`src/rtl/snake_pkg.sv`:
```
// Shared types and constants for the snake game engine: directions, FSM states,
// colours, grid geometry and the reset position of the head.
package snake_pkg;

  typedef enum logic [1:0] {
    DIR_UP    = 2'd0,
    DIR_DOWN  = 2'd1,
    DIR_LEFT  = 2'd2,
    DIR_RIGHT = 2'd3
  } dir_t;

  typedef enum logic [1:0] {
    ST_RUN   = 2'd0,
    ST_MOVE  = 2'd1,
    ST_CHECK = 2'd2,
    ST_DEAD  = 2'd3
  } state_t;

  localparam logic [11:0] COL_HEAD    = 12'h0F0;
  localparam logic [11:0] COL_BODY    = 12'h0A0;
  localparam logic [11:0] COL_APPLE   = 12'hF00;
  localparam logic [11:0] COL_BG      = 12'h000;
  localparam logic [11:0] COL_BG_DEAD = 12'h400;

  localparam int GRID_W = 80;
  localparam int GRID_H = 60;

  localparam logic [6:0] HEAD_X0 = 7'd40;
  localparam logic [5:0] HEAD_Y0 = 6'd30;

  // Opposite directions differ only in bit 0 with this encoding.
  function automatic logic is_reverse(input dir_t a, input dir_t b);
    return (a ^ b) == 2'b01;
  endfunction

endpackage

```
`src/rtl/snake_pixel_mux.sv`:
```
// Per-pixel hit test of the current cell against head, body and apple, with a
// registered colour output (one cycle behind the pixel counters).
module snake_pixel_mux
  import snake_pkg::*;
#(
  parameter int SEG_MAX = 16
) (
  input  logic                 clk,
  input  logic                 rst,
  input  logic [9:0]           x_count,
  input  logic [9:0]           y_count,
  input  logic                 video_on,
  input  logic [SEG_MAX*7-1:0] seg_x,
  input  logic [SEG_MAX*6-1:0] seg_y,
  input  logic [4:0]           length,
  input  logic [6:0]           apple_x,
  input  logic [5:0]           apple_y,
  input  logic                 game_over,
  output logic [11:0]          rgb
);

  logic [6:0]  col;
  logic [5:0]  row;
  logic        head_hit;
  logic        body_hit;
  logic        apple_hit;
  logic [11:0] colour;
  logic        unused_bits;

  assign col         = x_count[9:3];
  assign row         = y_count[8:3];
  assign unused_bits = ^{x_count[2:0], y_count[9], y_count[2:0]};

  always_comb begin
    head_hit  = (seg_x[6:0] == col) && (seg_y[5:0] == row);
    apple_hit = (apple_x == col) && (apple_y == row);
    body_hit  = 1'b0;
    // Segments at or beyond the current length hold stale data and are skipped.
    for (int i = 1; i < SEG_MAX; i++) begin
      if ((5'(i) < length) && (seg_x[i*7 +: 7] == col) && (seg_y[i*6 +: 6] == row))
        body_hit = 1'b1;
    end
    if (!video_on)      colour = 12'h000;
    else if (head_hit)  colour = COL_HEAD;
    else if (body_hit)  colour = COL_BODY;
    else if (apple_hit) colour = COL_APPLE;
    else if (game_over) colour = COL_BG_DEAD;
    else                colour = COL_BG;
  end

  always_ff @(posedge clk or posedge rst) begin
    if (rst) rgb <= 12'h000;
    else     rgb <= colour;
  end

endmodule

```
`src/rtl/snake_engine.sv`:
```
// Snake game core: frame-tick paced movement, serial self-collision check,
// apple growth and segment storage; rendering is delegated to snake_pixel_mux.
module snake_engine
  import snake_pkg::*;
#(
  parameter int SEG_MAX     = 16,
  parameter int TICK_FRAMES = 6
) (
  input  logic        VGA_clk,
  input  logic        reset,
  input  logic [9:0]  xCount,
  input  logic [9:0]  yCount,
  input  logic        video_on,
  input  logic [1:0]  dir_in,
  input  logic        dir_valid,
  input  logic [6:0]  apple_x,
  input  logic [5:0]  apple_y,
  output logic [11:0] rgb,
  output logic        apple_eaten,
  output logic        game_over,
  output logic [4:0]  length
);

  localparam int FW = (TICK_FRAMES > 1) ? $clog2(TICK_FRAMES) : 1;
  localparam int IW = (SEG_MAX > 1) ? $clog2(SEG_MAX) : 1;

  logic [6:0]           seg_x [SEG_MAX];
  logic [5:0]           seg_y [SEG_MAX];
  logic [SEG_MAX*7-1:0] seg_x_flat;
  logic [SEG_MAX*6-1:0] seg_y_flat;

  state_t        state;
  dir_t          cur_dir;
  dir_t          pend_dir;
  logic [FW-1:0] frame_cnt;
  logic [IW-1:0] chk_idx;

  logic              frame_tick;
  logic              step;
  logic signed [7:0] nx, ny;
  logic              wall;
  logic              self_hit;
  logic              on_apple;

  assign frame_tick = (xCount == 10'd0) && (yCount == 10'd480);
  assign step       = frame_tick && (frame_cnt == FW'(TICK_FRAMES - 1));

  // Signed 8-bit advance so stepping off column/row 0 goes negative instead of wrapping.
  always_comb begin
    nx = $signed({1'b0, seg_x[0]});
    ny = $signed({2'b00, seg_y[0]});
    case (pend_dir)
      DIR_UP:   ny = ny - 8'sd1;
      DIR_DOWN: ny = ny + 8'sd1;
      DIR_LEFT: nx = nx - 8'sd1;
      default:  nx = nx + 8'sd1;
    endcase
  end

  assign wall = (nx < 8'sd0) || (nx > $signed(8'(GRID_W - 1))) ||
                (ny < 8'sd0) || (ny > $signed(8'(GRID_H - 1)));
  assign self_hit = (5'(chk_idx) < length) &&
                    (seg_x[chk_idx] == seg_x[0]) && (seg_y[chk_idx] == seg_y[0]);
  assign on_apple = (seg_x[0] == apple_x) && (seg_y[0] == apple_y);

  always_comb begin
    seg_x_flat = '0;
    seg_y_flat = '0;
    for (int i = 0; i < SEG_MAX; i++) begin
      seg_x_flat[i*7 +: 7] = seg_x[i];
      seg_y_flat[i*6 +: 6] = seg_y[i];
    end
  end

  always_ff @(posedge VGA_clk or posedge reset) begin
    if (reset) begin
      state       <= ST_RUN;
      length      <= 5'd3;
      cur_dir     <= DIR_RIGHT;
      pend_dir    <= DIR_RIGHT;
      frame_cnt   <= '0;
      chk_idx     <= IW'(1);
      apple_eaten <= 1'b0;
      game_over   <= 1'b0;
      for (int i = 0; i < SEG_MAX; i++) begin
        seg_x[i] <= 7'd0;
        seg_y[i] <= 6'd0;
      end
      seg_x[0] <= HEAD_X0;
      seg_y[0] <= HEAD_Y0;
      seg_x[1] <= HEAD_X0 - 7'd1;
      seg_y[1] <= HEAD_Y0;
      seg_x[2] <= HEAD_X0 - 7'd2;
      seg_y[2] <= HEAD_Y0;
    end else begin
      apple_eaten <= 1'b0;
      if (frame_tick)
        frame_cnt <= (frame_cnt == FW'(TICK_FRAMES - 1)) ? '0 : frame_cnt + 1'b1;
      if (dir_valid && !is_reverse(dir_t'(dir_in), cur_dir))
        pend_dir <= dir_t'(dir_in);

      case (state)
        ST_RUN: begin
          if (step) state <= ST_MOVE;
        end
        ST_MOVE: begin
          for (int i = 1; i < SEG_MAX; i++) begin
            seg_x[i] <= seg_x[i-1];
            seg_y[i] <= seg_y[i-1];
          end
          seg_x[0] <= nx[6:0];
          seg_y[0] <= ny[5:0];
          cur_dir  <= pend_dir;
          chk_idx  <= IW'(1);
          if (wall) begin
            game_over <= 1'b1;
            state     <= ST_DEAD;
          end else begin
            state <= ST_CHECK;
          end
        end
        ST_CHECK: begin
          if (self_hit) begin
            game_over <= 1'b1;
            state     <= ST_DEAD;
          end else if (chk_idx == IW'(SEG_MAX - 1)) begin
            state <= ST_RUN;
            // The shift already copied the old tail one slot further, so growth is just length+1.
            if (on_apple) begin
              apple_eaten <= 1'b1;
              if (length < 5'(SEG_MAX)) length <= length + 5'd1;
            end
          end else begin
            chk_idx <= chk_idx + 1'b1;
          end
        end
        default: state <= ST_DEAD;
      endcase
    end
  end

  snake_pixel_mux #(.SEG_MAX(SEG_MAX)) u_pixel_mux (
    .clk       (VGA_clk),
    .rst       (reset),
    .x_count   (xCount),
    .y_count   (yCount),
    .video_on  (video_on),
    .seg_x     (seg_x_flat),
    .seg_y     (seg_y_flat),
    .length    (length),
    .apple_x   (apple_x),
    .apple_y   (apple_y),
    .game_over (game_over),
    .rgb       (rgb)
  );

endmodule

```
`config.mk`:
```
export PLATFORM = sky130hd
export DESIGN_NAME = snake_engine
export DESIGN_NICKNAME = d
export VERILOG_FILES = /design/src/rtl/snake_pkg.sv /design/src/rtl/snake_pixel_mux.sv /design/src/rtl/snake_engine.sv
export SDC_FILE = /design/constraint.sdc
export NUM_CORES = 1
export LEC_CHECK = 0
export ABC_AREA = 1
export CORE_UTILIZATION = 25
export DETAILED_ROUTE_END_ITERATION = 12
export GPL_TIMING_DRIVEN = 1
export PLACE_DENSITY = 0.49
export RECOVER_POWER = 100
export SKIP_LAST_GASP = 1
export SYNTH_ARGS = -nofsm -noshare
export SYNTH_HDL_FRONTEND = slang
export SYNTH_SLANG_ARGS = --single-unit
```
`constraint.sdc`:
```
create_clock -name VGA_clk -period 11.6 [get_ports VGA_clk]
set_input_delay 2.9 -clock VGA_clk [delete_from_list [all_inputs] [get_ports VGA_clk]]
set_output_delay 2.9 -clock VGA_clk [all_outputs]
set_load 0.03 [all_outputs]
```
=== Word level (Yosys, flattened, before mapping) ===
Cells that the tools add are included.

* Add/subtract/negate cells: 7
* Magnitude comparators: 22
* Eq/ne operators: 52
* Muxes and demuxes: 44
* Bitwise operators: 3
* Reductions and logical operators: 51

{| class="wikitable"
|+ Operators with widths
! kind !! count
|-
| 7-bit equality test || 19
|-
| 6-bit equality test || 19
|-
| 12-bit two-way mux || 4
|-
| 4-bit by 5-bit < comparator with 1-bit output (first input constant) || 8
|-
| 1-bit logical AND || 38
|-
| 8-bit one-hot mux with 2 select lines || 2
|-
| 7-bit binary-select mux with 4-bit select || 1
|-
| 6-bit binary-select mux with 4-bit select || 1
|-
| 1-bit two-way mux || 22
|-
| 3-bit by 5-bit < comparator with 1-bit output (first input constant) || 4
|-
| 8-bit by 1-bit < comparator with 1-bit output (second input constant) || 2
|-
| 7-bit two-way mux || 2
|-
| 6-bit two-way mux || 2
|-
| 11-bit two-way mux || 1
|-
| 10-bit by 9-bit equality test with 1-bit output (second input constant) || 1
|-
| 10-bit zero test || 1
|-
| 2-bit by 5-bit < comparator with 1-bit output (first input constant) || 2
|-
| 2-bit != test (second input constant) || 5
|-
| 7-bit by 1-bit adder with 8-bit output (second input constant) || 1
|-
| 8-bit by 7-bit > comparator with 1-bit output (second input constant) || 1
|-
| 8-bit > comparator (second input constant) || 1
|-
| 4-bit two-way mux || 2
|-
| 4-bit one-hot mux with 2 select lines || 1
|-
| 7-bit by 1-bit subtractor with 8-bit output (second input constant) || 1
|-
| 29 further kinds || 38
|}

* Flip-flop bits (word level): 240
* Bits of input ports: 39
* Logic and storage cells: 220

=== Logic depth before layout (Yosys ltp) ===
Gate-level depths: netlist (run 1).

* Depth in word-level cells: 21
* Gate-level depth with buffers: 21

=== Cells and area by module ===
A second synthesis (run 1) with hierarchy kept.

* Cell total of the unflattened synthesis: 2414
* Area total of the unflattened synthesis: 15981.6 um^2

{| class="wikitable"
|+ By module, submodules not included
! module !! times used !! cells an instance !! area each (um^2) !! seq. area each (um^2)
|-
| snake_engine || 1 || 1651 || 12055.3 || 5740.5
|-
| snake_pixel_mux || 1 || 763 || 3926.3 || 100.1
|}

=== Least setup slack after synthesis (run 1) ===
OpenSTA, ideal clock, no wires.

* Path type: input -> register
* Start point: input port xCount[8]
* End point: register state[1]
* Library setup time: 118 ps
* Arrival: 4324 ps
* Required time: 11482 ps
* Path slack: 7158 ps
* Stages: 11
* Cell sequence: buf_2 -> clkinv_1 -> nand4_1 -> nor4_1 -> nand4_1 -> nor2_1 -> nand2_1 -> o21ai_0 -> nand2_1 -> nand2_1 -> nand2_1

* Longest elaborated chain between the ends: 5

{| class="wikitable"
|+ RTL lines
! what !! RTL line !! RTL
|-
| start, declared || snake_engine.sv:11 || <nowiki>input logic [9:0] xCount,</nowiki>
|-
| 10-bit zero test || snake_engine.sv:45 || <nowiki>assign frame_tick = (xCount == 10'd0) && (yCount == 10'd480);</nowiki>
|-
| 1-bit logical AND || snake_engine.sv:45 ||
|-
| 1-bit logical AND || snake_engine.sv:46 || <nowiki>assign step = frame_tick && (frame_cnt == FW'(TICK_FRAMES - 1));</nowiki>
|-
| 2-bit != test (no line) || -- ||
|-
| 2-bit AND reduction (no line) || -- ||
|-
| end signal, assigned || snake_engine.sv:77 || <nowiki>state <= ST_RUN;</nowiki>
|-
| end signal, assigned || snake_engine.sv:104 || <nowiki>if (step) state <= ST_MOVE;</nowiki>
|-
| end signal, assigned || snake_engine.sv:117 || <nowiki>state <= ST_DEAD;</nowiki>
|-
| end, declared || snake_engine.sv:32 || <nowiki>state_t state;</nowiki>
|}

No other way between the ends.
A chain may end at the register's enable or synchronous reset.

=== Worst setup path after layout (run 1) ===
* Start point: register chk_idx[0]
* End point: register chk_idx[0]

* Longest elaborated chain between the ends: 9

{| class="wikitable"
|+ RTL lines
! what !! RTL line !! RTL
|-
| start, declared || snake_engine.sv:36 || <nowiki>logic [IW-1:0] chk_idx;</nowiki>
|-
| start signal, assigned || snake_engine.sv:134 || <nowiki>chk_idx <= chk_idx + 1'b1;</nowiki>
|-
| 4-bit NOT with 5-bit output (implied by the code) || snake_engine.sv:63 || <nowiki>(seg_x[chk_idx] == seg_x[0]) && (seg_y[chk_idx] == seg_y[0]);</nowiki>
|-
| 7-bit binary-select mux with 4-bit select || snake_engine.sv:63 ||
|-
| 7-bit two-way mux (implied by the code) (2 in series) || snake_engine.sv:63 ||
|-
| 7-bit equality test || snake_engine.sv:63 ||
|-
| 1-bit logical AND || snake_engine.sv:62 || <nowiki>assign self_hit = (5'(chk_idx) < length) &&</nowiki>
|-
| 1-bit logical AND || snake_engine.sv:63 ||
|-
| 2-bit != test (no line) || -- ||
|-
| 3-bit AND reduction (no line) || -- ||
|}

Several ways; a longest one is shown, not always the timed one. The select of a mux whose other input is x is not followed.

==> results.ini, run 1 <==
[status]
failed_checks=capacitance limit, slew limit
outcome=finished, violations left

[clock_network]
clk_path_buf_depth=3
cts_num_sinks=232
ctsHtreeMaxLevel=1
cts-root-buf=clkbuf_16
cts-hold-fix-buffers=0
clkTransAtPathRegs_ns=0.06
post_cts_resized=0
cts_setup_buffers=0
clk_latency_ns=0.59
tritoncts=built
cts_buffers=29

[layout]
layout_common_cells=nand2_1 (658), inv_1 (252), o21ai_0 (233)
mostFrequentLayoutCell=nand2_1
fin_nets=2205
final_core_util=0.286
drive_above_1_share=0.0510
final_area_sq_um=17300
area_growth_pct=13.1

[drt]
vias=14800
ant_nets=0
firstDrtPassIters=5
wl_per_cell_um=19.2
drt_iter0_markers=1310
drt-vias-per-instance=5.01
drc=0
totalWireLength_um=56900

[sta]
worstMarginPinSlew_ns=4.28
clock_skew_ns=0.0231
setup_ws_ns=4.12
drv_slew=511
hold_viol_final=0
fin_setup_tns_ns=0
period_needed_ns=7.48
fmax_ghz=0.134
fin_crit_sh=0.645
setup_viol=0
slew_headroom=-1.85
rsz0062_at_grt=false

[global_route]
grt_pass1_vias=14100
grt_max_degree=118
track_usage=0.181
grt_pass1_wl_um=87300
antenna_found_initial=2
grt_overflow=0

[placed_design]
dpl_worst_slack_ns=5.51
dp_hpwl_um=39200
io_buffers=53
placed_area_sq_um=16300
gp_congestion=0.882

[worst_setup_path]
cp_cell_sequence=clkbuf_1, nand2_1, nand3_1, nand3_1, nand3_1, nand2_1, nand2_1, nand2_1, nor2_1, nand2_1, nor2_1, nand3_2, nand3_1, nand2_1, o21ai_1
worst-path-buf-inv=1
crit_top_cell=nand2_1
max_stage_delay_ns=3.10
end_kind=flop
crit_slowest_cell=clkbuf_1
startpoint_type=flop
path_delay_family=buffers and inverters
crit_required_ns=12.10
path_class=reg2reg
critical_path_arrival_ns=7.98
cp_max_fo=86

[synth]
syn_inst=2187
ys_types=45
synth-seq-area-share=0.383
synth-edff-count=0
ys_warn_count=0
synth_area_sq_um=15300
async_reset_ff_frac=1.00
avgSynthCellArea_sq_um=6.98
ys_ff_latch=232
synth_flop_cell=dfrtp_1

[hold_path]
hp-class=reg2reg

[die]
die_h_um=249
core.rowCount=90
dieArea_sq_um=62100
ioPinCount=58
die_w_um=249
start_util=0.253
core_area_sq_um=60400

[power_and_ir_drop]
cellLeakagePower_nw=7.87
vdd_ir_drop_max_uv=120
total_power_mw=4.37
p_per_area_nw_per_um2=253

[job]
timing.max_cap.violations=7

## report_power, final
part           internal, mW  total, mW  switching (mW)
Clock                 0.606      0.991           0.385
Sequential             1.11       1.45           0.348
Combinational         0.626       1.93            1.30
Total                  2.34       4.37            2.03
## registers in the layout, summed over array words and instances (netlist names)
| signal | flops |
|---|---|
| game_over | 1 |
| cur_dir | 2 |
| chk_idx | 4 |
| seg_x | 112 |
| length | 5 |
| frame_cnt | 3 |
| seg_y | 96 |
| apple_eaten | 1 |
| u_pixel_mux.rgb | 4 |
| pend_dir | 2 |
| state | 2 |
## layout make-up
type | instances | area [sq um]
Antenna cell | 1 | 2.50
Clock buffer | 46 | 920
Clock inverter | 8 | 119
Fill cell | 6686 | 43100
Inverter | 261 | 987
Multi-Input combinational cell | 1553 | 7730
Sequential cell | 232 | 5840
Tap cell | 782 | 978
Timing Repair Buffer | 77 | 688
## worst register-to-register path, stage by stage, from the launching register on
cell and delay, ns:
dfstp_1 2.03, clkbuf_1 3.16, nand2_1 0.32, nand3_1 0.22
nand3_1 0.09, nand3_1 0.30, nand2_1 0.11, nand2_1 0.07
nand2_1 0.05, nor2_1 0.13, nand2_1 0.07, nor2_1 0.23
nand3_2 0.16, nand3_1 0.25, nand2_1 0.08, o21ai_1 0.15
## metrics by stage
stage               hold WS, ns  instances
global placement          0.465       2905
floorplan                 0.450       2190
finish                    0.471       2960
detailed placement        0.465       2905
CTS                       0.474       2959
global route              0.496       2960
## Yosys cell counts, drive strengths merged (2+ instances only)
| cell | number | area share |
|---|---|---|
| nor4 | 25 | 0.010 |
| clkinv | 3 | 0.00074 |
| nand2 | 658 | 0.16 |
| a31oi | 2 | 0.00082 |
| nand3 | 213 | 0.071 |
| o211ai | 25 | 0.014 |
| xnor2 | 39 | 0.022 |
| or2 | 2 | 0.00082 |
| nor3 | 23 | 0.0075 |
| nand4 | 62 | 0.026 |
| a22oi | 2 | 0.00098 |
| xor2 | 92 | 0.053 |
| o22ai | 16 | 0.0066 |
| nand3b | 3 | 0.0015 |
| dfstp | 28 | 0.048 |
| ha | 12 | 0.0098 |
| a211oi | 4 | 0.0020 |
| dfrtp | 204 | 0.33 |
| buf | 75 | 0.029 |
| o21ai | 237 | 0.078 |
| o2111ai | 8 | 0.0046 |
| a221oi | 2 | 0.0011 |
| clkbuf | 69 | 0.017 |
| inv | 258 | 0.063 |
| a21oi | 28 | 0.0092 |
| nor2 | 89 | 0.023 |
| nor4b | 2 | 0.0011 |
## routing by layer
layer  GRT usage  wire [um]  vias up  part of all wire
li1            -          -     6990                 -
met1       0.255      25900     7234              0.46
met4      0.0720       2020        2             0.036
met3      0.0187       3440       86             0.060
met2       0.282      25400      512              0.45
met5           0         15        -           0.00026
## kinds of logic after synthesis
group,count (synthesis),synth area share
adders and majority gates,12,0.00983
buffers and inverters,405,0.110
AOI/OAI and AO/OA,328,0.119
DFF,232,0.383
and+or+nand+nor,1078,0.303
xor gates and xnor gates,131,0.0752
other,1,0.000246
## path summary, 6_finish.rpt
| kind | to | from | slack, ns | depth (start not counted) |
|---|---|---|---|---|
| worst max-delay path | chk_idx[0] | chk_idx[0] | 4.12 | 15 |
| worst min-delay path | cur_dir[1] | cur_dir[1] | 0.47 | 2 |
| worst max register to register | chk_idx[0] | chk_idx[0] | 4.12 | 15 |
| worst min register to register | cur_dir[1] | cur_dir[1] | 0.47 | 2 |
| max in group asynchronous | seg_x[69] | reset | 4.19 | 4 |
| min in group asynchronous | seg_y[11] | reset | 3.02 | 2 |
(Power assumes the default switching activity.)
==> inputs of run 2 (changes only) <==
--- a/config.mk
+++ b/config.mk
@@ -9,7 +9,7 @@
 export CORE_UTILIZATION = 25
 export DETAILED_ROUTE_END_ITERATION = 12
 export GPL_TIMING_DRIVEN = 1
-export PLACE_DENSITY = 0.49
+export PLACE_DENSITY = 0.51
 export RECOVER_POWER = 100
 export SKIP_LAST_GASP = 1
 export SYNTH_ARGS = -nofsm -noshare
==> constraint.sdc (replaced) <==
create_clock -name VGA_clk -period 6.5 [get_ports VGA_clk]
set_input_delay 1.625 -clock VGA_clk [delete_from_list [all_inputs] [get_ports VGA_clk]]
set_output_delay 1.625 -clock VGA_clk [all_outputs]
set_load 0.03 [all_outputs]
==> results.ini, run 2 (same netlist as run 1, synthesis figures left out) <==
[hold_path]
hp-class=reg2reg
min_from=cur_dir[1]
hold_depth=2  ; unchanged
hold_end=cur_dir[1]

[die]
core_area_sq_um=60400  ; unchanged
start_util=0.253  ; unchanged
dieArea_sq_um=62100  ; unchanged
core.rowCount=90  ; unchanged
ioPinCount=58  ; unchanged
die_w_um=249  ; unchanged
die_h_um=249  ; unchanged

[sta]
period_needed_ns=4.84  ; -2.64 ns
fin_setup_tns_ns=0  ; unchanged
worstMarginPinSlew_ns=2.97  ; -1.31 ns
fmax_ghz=0.206  ; +54%
clock_skew_ns=0.0307  ; +0.00754 ns
setup_viol=0  ; unchanged
hold_viol_final=0  ; unchanged
drv_slew=314  ; -39%
setup_ws_ns=1.66  ; -2.46 ns
fin_crit_sh=0.745  ; +0.100
slew_headroom=-0.981  ; +0.873
rsz0062_at_grt=false

[worst_setup_path]
path_depth=15  ; unchanged
path_class=reg2reg
cp_max_fo=81  ; -5.8%
end_kind=flop
r2r_setup_slack_ns=1.66  ; -2.46 ns
path_delay_family=simple AND/OR/NAND/NOR gates
startpoint_type=flop
r2r_start=chk_idx[0]
critical_path_arrival_ns=5.34  ; -2.64 ns
crit_top_cell=nand2_1
reg2regPathDepth=15  ; unchanged
worst-path-buf-inv=1  ; unchanged
timing.rr.end=chk_idx[1]
cp_cell_sequence=clkbuf_2, nand2_1, o211ai_1, nand3_1, nand3_1, nand2_1, nand2_1, nand2_1, nor2_1, nand2_1, nor2_1, nand3_1, nand3_1, nand2_1, o21ai_0
crit_required_ns=7.00  ; -5.10 ns
max_stage_delay_ns=1.54  ; -1.56 ns
crit_slowest_cell=clkbuf_2

[power_and_ir_drop]
clock_power_share=0.219  ; -0.007
cellLeakagePower_nw=7.85  ; -0.28%
seqPwrFrac=0.339  ; +0.006
switching_share=0.472  ; +0.00649
p_int_mw=4.05  ; +73%
p_comb_frac=0.442  ; about the same
switching_power_mw=3.62  ; +78%
p_per_area_nw_per_um2=445  ; +76%
vdd_ir_drop_max_uv=234  ; +95%

[status]
outcome=finished, violations left
failed_checks=capacitance limit, slew limit

[global_route]
grt_pass1_vias=14100  ; -0.099%
antenna_found_initial=0  ; -2
grt_overflow=0  ; unchanged
grt_pass1_wl_um=87400  ; +0.21%
track_usage=0.181  ; +0.000303
grt_max_degree=116  ; -1.7%

[drt]
ant_nets=0  ; unchanged
drc=0  ; unchanged
vias=14600  ; -1.3%
wl_per_cell_um=19.1  ; -0.65%
firstDrtPassIters=5  ; unchanged
totalWireLength_um=56500  ; -0.65%
drt-vias-per-instance=4.94  ; -1.3%
drt_iter0_markers=1538  ; +17%

[layout]
fin_nets=2208  ; +0.14%
area_growth_pct=13.0
nFillCells=6655  ; -0.46%
layout_common_cells=nand2_1 (658), inv_1 (252), o21ai_0 (235)
final_area_sq_um=17300  ; -0.12%
drive_above_1_share=0.0505  ; -0.000483
regMostFlops=seg_x
largest_reg_flops=112  ; unchanged
largestRegisters=seg_x: 112 flops, seg_y: 96 flops, length: 5 flops
n_antenna_cell=0  ; -1
mostFrequentLayoutCell=nand2_1

[clock_network]
post_cts_resized=0  ; unchanged
tritoncts=built
cts_buffers=30  ; +3.4%
cts_setup_buffers=0  ; unchanged
cts-root-buf=clkbuf_16
clk_latency_ns=0.61  ; +0.02 ns
ctsHtreeMaxLevel=1  ; unchanged
clk_path_buf_depth=3  ; unchanged
cts_num_sinks=232  ; unchanged
clkTransAtPathRegs_ns=0.06  ; about the same
cts-hold-fix-buffers=0  ; unchanged

[placed_design]
io_buffers=53  ; unchanged
dpl_worst_slack_ns=1.79  ; -3.72 ns
placed_area_sq_um=16300  ; +0.15%
gp_congestion=0.926  ; +4.9%
dp_hpwl_um=39500  ; +0.82%

[job]
timing.max_cap.violations=5  ; -2

[run 2: worst max-delay path by stage]
stage / startpoint / endpoint / slack, ns
after floorplan: reset / apple_eaten / 1.86
after CTS: xCount[7] / state[1] / 2.39
after detailed placement: xCount[7] / state[1] / 1.79
final: chk_idx[0] / chk_idx[1] / 1.66
after global routing: chk_idx[0] / chk_idx[0] / 1.28
after global placement: xCount[7] / state[1] / 1.76
[run 2: area by class of cell]
cell class | instances | area (sq um) | area share
multi-input combinational | 1553 | 7740 | 0.449
clock inverter | 6 | 105 | 0.00609
sequential | 232 | 5850 | 0.339
inverter | 261 | 981 | 0.0569
clock buffer | 47 | 875 | 0.0507
tap | 782 | 978 | 0.0567
timing repair buffer | 79 | 724 | 0.0420
[run 2: power by group through the flow]
stage | logic (mW) | registers, mW | clock network, mW
after floorplan | 2.69 | 2.29 | 0
after global placement | 3.32 | 2.60 | 0
after detailed placement | 3.35 | 2.60 | 0
after CTS | 3.37 | 2.58 | 1.71
after global routing | 3.87 | 2.66 | 1.76
final | 3.39 | 2.60 | 1.68
[run 2: routing by layer]
layer | up-vias | part of all wire | GRT usage
met1 | 7034 | 0.46 | 0.255
met3 | 93 | 0.059 | 0.0203
met4 | 0 | 0.035 | 0.0674
met5 | - | 0 | 0
met2 | 515 | 0.45 | 0.285
li1 | 6989 | - | -
[run 2: worst reg2reg max path, cell delays in order, from the launching register on]
cell      delay, ns
dfstp_4        1.03
clkbuf_2       1.56
nand2_1        0.14
o211ai_1       0.14
nand3_1        0.15
nand3_1        0.23
nand2_1        0.08
nand2_1        0.06
nand2_1        0.18
nor2_1         0.14
nand2_1        0.10
nor2_1         0.26
nand3_1        0.20
nand3_1        0.31
nand2_1        0.08
o21ai_0        0.10
[run 2: metrics by stage]
stage / hold WS [ns] / power, mW / util / cells
after CTS: 0.479 / 7.66 / 0.287 / 2960
final: 0.478 / 7.67 / 0.286 / 2960
after detailed placement: 0.470 / 5.95 / 0.270 / 2907
after floorplan: 0.450 / 4.98 / - / 2190
after global placement: 0.465 / 5.92 / 0.270 / 2907
after global routing: 0.487 / 8.29 / 0.286 / 2960
